**config.mk**
```make
export PLATFORM = sky130hd
export DESIGN_NAME = demux1t2_4_buf_flat
export DESIGN_NICKNAME = d
export VERILOG_FILES = /design/src/rtl/demux1t2_4_buf_if.sv /design/src/rtl/demux1t2_4_buf.sv /design/src/flat_wrapper.sv
export SDC_FILE = /design/constraint.sdc
export NUM_CORES = 1
export LEC_CHECK = 0
export CAP_MARGIN = 10
export CELL_PAD_IN_SITES_DETAIL_PLACEMENT = 1
export CELL_PAD_IN_SITES_GLOBAL_PLACEMENT = 2
export CORE_MARGIN = 1
export CORE_UTILIZATION = 30
export DETAILED_ROUTE_END_ITERATION = 6
export GPL_TIMING_DRIVEN = 0
export PLACE_DENSITY = 0.81
export SYNTH_ARGS = -nofsm -noshare
export SYNTH_HDL_FRONTEND = slang
export SYNTH_SLANG_ARGS = --single-unit
```
**constraint.sdc**
```tcl
create_clock -name clk -period 3.8 [get_ports clk]
set_clock_uncertainty 0.15 [all_clocks]
set_input_delay 0.76 -clock clk [delete_from_list [all_inputs] [get_ports clk]]
set_output_delay 0.76 -clock clk [all_outputs]
set_load 0.02 [all_outputs]
```
**src/rtl/demux1t2_4_buf_if.sv**
```systemverilog
// demux1t2_4_buf_if
//   Handshake bundle for the registered 1-to-2 demux.
//   Input side : d, sel, in_valid -> in_ready
//   Channel A  : a, a_valid -> a_ready, a_count
//   Channel B  : b, b_valid -> b_ready, b_count
//   master = producer/consumer environment, slave = the demux itself.
interface demux1t2_4_buf_if #(
  parameter int WIDTH = 4,
  parameter int CNT_W = 8
);
  logic [WIDTH-1:0] d;
  logic             sel;
  logic             in_valid;
  logic             in_ready;
  logic [WIDTH-1:0] a;
  logic             a_valid;
  logic             a_ready;
  logic [WIDTH-1:0] b;
  logic             b_valid;
  logic             b_ready;
  logic [CNT_W-1:0] a_count;
  logic [CNT_W-1:0] b_count;

  modport master (
    output d, sel, in_valid, a_ready, b_ready,
    input  in_ready, a, a_valid, b, b_valid, a_count, b_count
  );

  modport slave (
    input  d, sel, in_valid, a_ready, b_ready,
    output in_ready, a, a_valid, b, b_valid, a_count, b_count
  );
endinterface

```
**src/rtl/demux1t2_4_buf.sv**
```systemverilog
// demux1t2_4_buf
//   Registered 1-to-2 demultiplexer with a one-entry buffer per channel.
//   Ports:
//     clk, rst_n : clock (rising edge), async active-low reset
//     bus        : demux1t2_4_buf_if.slave (input handshake, channels A/B,
//                  per-channel wrapping output-handshake counters)

// One output channel: EMPTY/FULL buffer plus handshake counter.
module demux1t2_4_buf_chan #(
  parameter int WIDTH = 4,
  parameter int CNT_W = 8
) (
  input  logic             clk,
  input  logic             rst_n,
  input  logic             wr,     // accepted input word steered here
  input  logic [WIDTH-1:0] wdata,
  input  logic             rdy,    // consumer ready
  output logic [WIDTH-1:0] data,
  output logic             vld,
  output logic [CNT_W-1:0] cnt
);
  typedef enum logic {EMPTY = 1'b0, FULL = 1'b1} state_e;

  state_e           state_q, state_d;
  logic [WIDTH-1:0] data_q, data_d;
  logic [CNT_W-1:0] cnt_q, cnt_d;
  logic             drain;

  always_comb begin
    state_d = state_q;
    data_d  = data_q;
    cnt_d   = cnt_q;
    drain   = (state_q == FULL) && rdy;
    if (drain) cnt_d = cnt_q + CNT_W'(1);
    // Data is only ever overwritten by a write; an empty buffer keeps
    // showing the last word it held.
    if (wr) data_d = wdata;
    unique case (state_q)
      EMPTY: if (wr) state_d = FULL;
      FULL:  if (drain && !wr) state_d = EMPTY;  // drain+write stays FULL
      default: state_d = EMPTY;
    endcase
  end

  always_ff @(posedge clk or negedge rst_n) begin
    if (!rst_n) begin
      state_q <= EMPTY;
      data_q  <= '0;
      cnt_q   <= '0;
    end else begin
      state_q <= state_d;
      data_q  <= data_d;
      cnt_q   <= cnt_d;
    end
  end

  assign data = data_q;
  assign vld  = (state_q == FULL);
  assign cnt  = cnt_q;
endmodule

module demux1t2_4_buf #(
  parameter int WIDTH = 4,
  parameter int CNT_W = 8
) (
  input  logic                  clk,
  input  logic                  rst_n,
  demux1t2_4_buf_if.slave       bus
);
  localparam int NUM_CH = 2;

  logic [NUM_CH-1:0][WIDTH-1:0] ch_data;
  logic [NUM_CH-1:0][CNT_W-1:0] ch_cnt;
  logic [NUM_CH-1:0]            ch_vld;
  logic [NUM_CH-1:0]            ch_rdy;
  logic [NUM_CH-1:0]            ch_wr;
  logic                         acc;

  assign ch_rdy = {bus.b_ready, bus.a_ready};

  // Ready depends only on the selected channel, so a stalled channel never
  // blocks traffic to the other one.
  assign bus.in_ready = !ch_vld[bus.sel] || ch_rdy[bus.sel];
  assign acc          = bus.in_valid && bus.in_ready;
  assign ch_wr        = {acc && bus.sel, acc && !bus.sel};

  for (genvar g = 0; g < NUM_CH; g++) begin : g_ch
    demux1t2_4_buf_chan #(.WIDTH(WIDTH), .CNT_W(CNT_W)) u_chan (
      .clk   (clk),
      .rst_n (rst_n),
      .wr    (ch_wr[g]),
      .wdata (bus.d),
      .rdy   (ch_rdy[g]),
      .data  (ch_data[g]),
      .vld   (ch_vld[g]),
      .cnt   (ch_cnt[g])
    );
  end

  assign bus.a       = ch_data[0];
  assign bus.a_valid = ch_vld[0];
  assign bus.a_count = ch_cnt[0];
  assign bus.b       = ch_data[1];
  assign bus.b_valid = ch_vld[1];
  assign bus.b_count = ch_cnt[1];
endmodule

```
**src/flat_wrapper.sv**
```systemverilog
// flat-port wrapper written by rule: the top's interface ports become plain ports
module demux1t2_4_buf_flat 
#(
  parameter int WIDTH = 4,
  parameter int CNT_W = 8
)
  (clk, rst_n, bus_d, bus_sel, bus_in_valid, bus_a_ready, bus_b_ready, bus_in_ready, bus_a, bus_a_valid, bus_b, bus_b_valid, bus_a_count, bus_b_count);
  demux1t2_4_buf_if #(.WIDTH(WIDTH), .CNT_W(CNT_W)) bus_i ();
  input  logic clk;
  input  logic rst_n;
  input wire logic [$bits(bus_i.d)-1:0] bus_d;
  input wire logic [$bits(bus_i.sel)-1:0] bus_sel;
  input wire logic [$bits(bus_i.in_valid)-1:0] bus_in_valid;
  input wire logic [$bits(bus_i.a_ready)-1:0] bus_a_ready;
  input wire logic [$bits(bus_i.b_ready)-1:0] bus_b_ready;
  output wire logic [$bits(bus_i.in_ready)-1:0] bus_in_ready;
  output wire logic [$bits(bus_i.a)-1:0] bus_a;
  output wire logic [$bits(bus_i.a_valid)-1:0] bus_a_valid;
  output wire logic [$bits(bus_i.b)-1:0] bus_b;
  output wire logic [$bits(bus_i.b_valid)-1:0] bus_b_valid;
  output wire logic [$bits(bus_i.a_count)-1:0] bus_a_count;
  output wire logic [$bits(bus_i.b_count)-1:0] bus_b_count;
  assign bus_i.d = bus_d;
  assign bus_i.sel = bus_sel;
  assign bus_i.in_valid = bus_in_valid;
  assign bus_i.a_ready = bus_a_ready;
  assign bus_i.b_ready = bus_b_ready;
  assign bus_in_ready = bus_i.in_ready;
  assign bus_a = bus_i.a;
  assign bus_a_valid = bus_i.a_valid;
  assign bus_b = bus_i.b;
  assign bus_b_valid = bus_i.b_valid;
  assign bus_a_count = bus_i.a_count;
  assign bus_b_count = bus_i.b_count;
  demux1t2_4_buf #(.WIDTH(WIDTH), .CNT_W(CNT_W)) u_core (.clk(clk), .rst_n(rst_n), .bus(bus_i));
endmodule
```
==> results.cfg <==
[setup_path]
timing.rr.start = u_core.g_ch[0].u_chan.vld$_DFF_PN0_
start_kind = primary input
critPathRequiredTime_ns = 2.89
arrival_ns = 2.28
critPathCaptureType = output pin
startpoint = bus_a_ready
critical_path_class = primary input to output pin
critical_path_peak_fanout = 5

[global_routing]
grt_pass1_wl_um = 3960
grt.total_usage = 0.129
grt_max_degree = 27
grt_pass1_vias = 859
grt_overflow_total = 0
antenna_found_initial = 0

[die]
initial_core_util = 0.319
rows = 21
chipWidth_um = 62.3
core_area_mm2 = 0.00342
io_pins = 37
die-area_mm2 = 0.00388
die_y_um = 62.3

[layout]
nNetsFinal = 140
drive_gt1_frac = 0.134
syn_to_final_growth_pct = 44.2
diodes = 0
final_area_mm2 = 0.00157
post-route-util = 0.460

[outcome]
outcome = complete, no violations

[logic_synthesis]
yosys.area.top_type_share = 0.596
synth_cell_types = 17
yosysMostFrequentCell = dfrtp_1
ys_ff_latch = 26
synth_common_cells = dfrtp_1 (26), mux2_2 (11), nand2_1 (9)
synthFlopType = dfrtp_1
synthArstFlopShare = 1.00
synth_edf_count = 0
synth_fp_nets = 98
yosys_warnings = 0
synth_area_leaders = dfrtp_1 (60%), mux2_2 (11%), xnor2_1 (6.4%)
synth.cell_area_mm2 = 0.00109
yosysSeqAreaShare = 0.596
yosys.area.top_type = dfrtp_1
synth_cells = 86
synth.avg_cell_area_um2 = 12.7

[drt]
drc_errors = 0
routedWlPerCell_um = 13.4
routed_via_density = 4.56
drt-initial-drc-count = 3
totalWireLength_um = 2310
first_pass_iters = 2
ant_nets = 0
dr_total_vias = 789

[clock_network]
path_clk_slew_ns = 0.14
ctsHoldBuffers = 0
clockBufferDepth = 2
numCtsBuffers = 3
clk_latency_ns = 0.32
clock-sinks = 26
cts_tree = built
htreeDepth = 1
cts_setup_buffers = 0
cts-root-buf = clkbuf_4
cts.repair.resized = 0

[timing]
fin_crit_ns = 3.19
setup_ws_ns = 0.605
slew_viol_final = 0
fmax_mhz = 313
max_slew_margin = 0.719
rsz0062_at_grt = no
fin_crit_sh = 0.841
setup-violations-final = 0
hold_violations = 0
tightest_slew_ns = 0.420
setup_tns_ns = 0

[worst_hold_path]
min-delay-start = u_core.g_ch[0].u_chan.cnt[7]$_DFFE_PN0N_
hold_path_class = register to register

[place]
io_buffer_count = 36
pre_cts_ws_ns = 0.613
gp_congestion = 0.679
dp_hpwl_um = 1700
dpl_cell_area_mm2 = 0.00151

[pwr]
worst_ir_drop_vdd_v = 0.000247
power_leakage_uw = 0.000682
pwr_density_cell_mw_per_mm2 = 623

[flow_run]
cap_viol_max_count = 0
[registers in the layout (all words and copies together), names as in the netlist]
register,cells
u_core.g_ch.u_chan.vld,2
u_core.g_ch.u_chan.data,8
u_core.g_ch.u_chan.cnt,16
[final timing paths]
| path | to | slack [ns] | cells after the start |
|---|---|---|---|
| min in group asynchronous | u_core.g_ch[1].u_chan.data[2]$_DFFE_PN0P_ | 0.57 | 1 |
| max reg2reg | u_core.g_ch[0].u_chan.data[1]$_DFFE_PN0P_ | 2.36 | 3 |
| min reg2reg | u_core.g_ch[0].u_chan.cnt[7]$_DFFE_PN0N_ | 0.32 | 1 |
| max in group asynchronous | u_core.g_ch[1].u_chan.data[3]$_DFFE_PN0P_ | 2.49 | 2 |
| max | bus_in_ready | 0.61 | 4 |
| min | u_core.g_ch[0].u_chan.cnt[7]$_DFFE_PN0N_ | 0.32 | 1 |
[per-stage QoR]
stage	total power [uW]	hold slack [ns]	instances
after floorplan	635	0.314	86
after global placement	833	0.308	168
after detailed placement	842	0.306	168
after CTS	990	0.330	172
after global routing	1040	0.356	173
final	979	0.322	173
[layout by cell type, fill, tap and decap left out, drive strengths merged]
cell type	netlist	layout
and2	1	1
and2b	1	1
and3	1	1
buf	0	1
clkbuf	0	4
clkdlybuf4s50	0	36
dfrtp	26	26
ha	2	2
inv	2	2
mux2	11	11
nand2	9	9
nand2b	2	2
nand3	4	4
nand3b	1	1
nand4	4	4
nor2	4	4
nor3	3	3
nor4	1	1
xnor2	8	8
xor2	6	6
[power breakdown]
| part | switching (uW) | internal (uW) |
|---|---|---|
| sequential | 80.9 | 353 |
| combinational | 193 | 210 |
| clock | 83.6 | 58.5 |
[layout make-up]
cell class | count | area (um2)
Fill cell | 380 | 1840
Sequential cell | 26 | 651
Multi-Input combinational cell | 58 | 433
Timing Repair Buffer | 37 | 388
Tap cell | 46 | 57.6
Clock buffer | 4 | 36.3
Inverter | 2 | 7.51
[layer usage]
metal | GRT usage | routed length (um)
met1 | 0.155 | 995
met2 | 0.217 | 1130
met3 | 0.0349 | 166
met4 | 0.0523 | 15
met5 | 0 | 0
[kinds of logic after synthesis]
| logic type | synth area share |
|---|---|
| xor+xnor | 0.112 |
| fa+ha+maj | 0.0229 |
| buf+inv | 0.00688 |
| flops | 0.596 |
| mux | 0.114 |
| simple gates | 0.148 |
[critical path, cell delays in order]
cell             delay [ns]
clkdlybuf4s50_1        0.49
nand2b_1               0.21
mux2_2                 0.27
clkdlybuf4s50_1        0.55
Note: power is estimated with default switching activity, not from simulation.
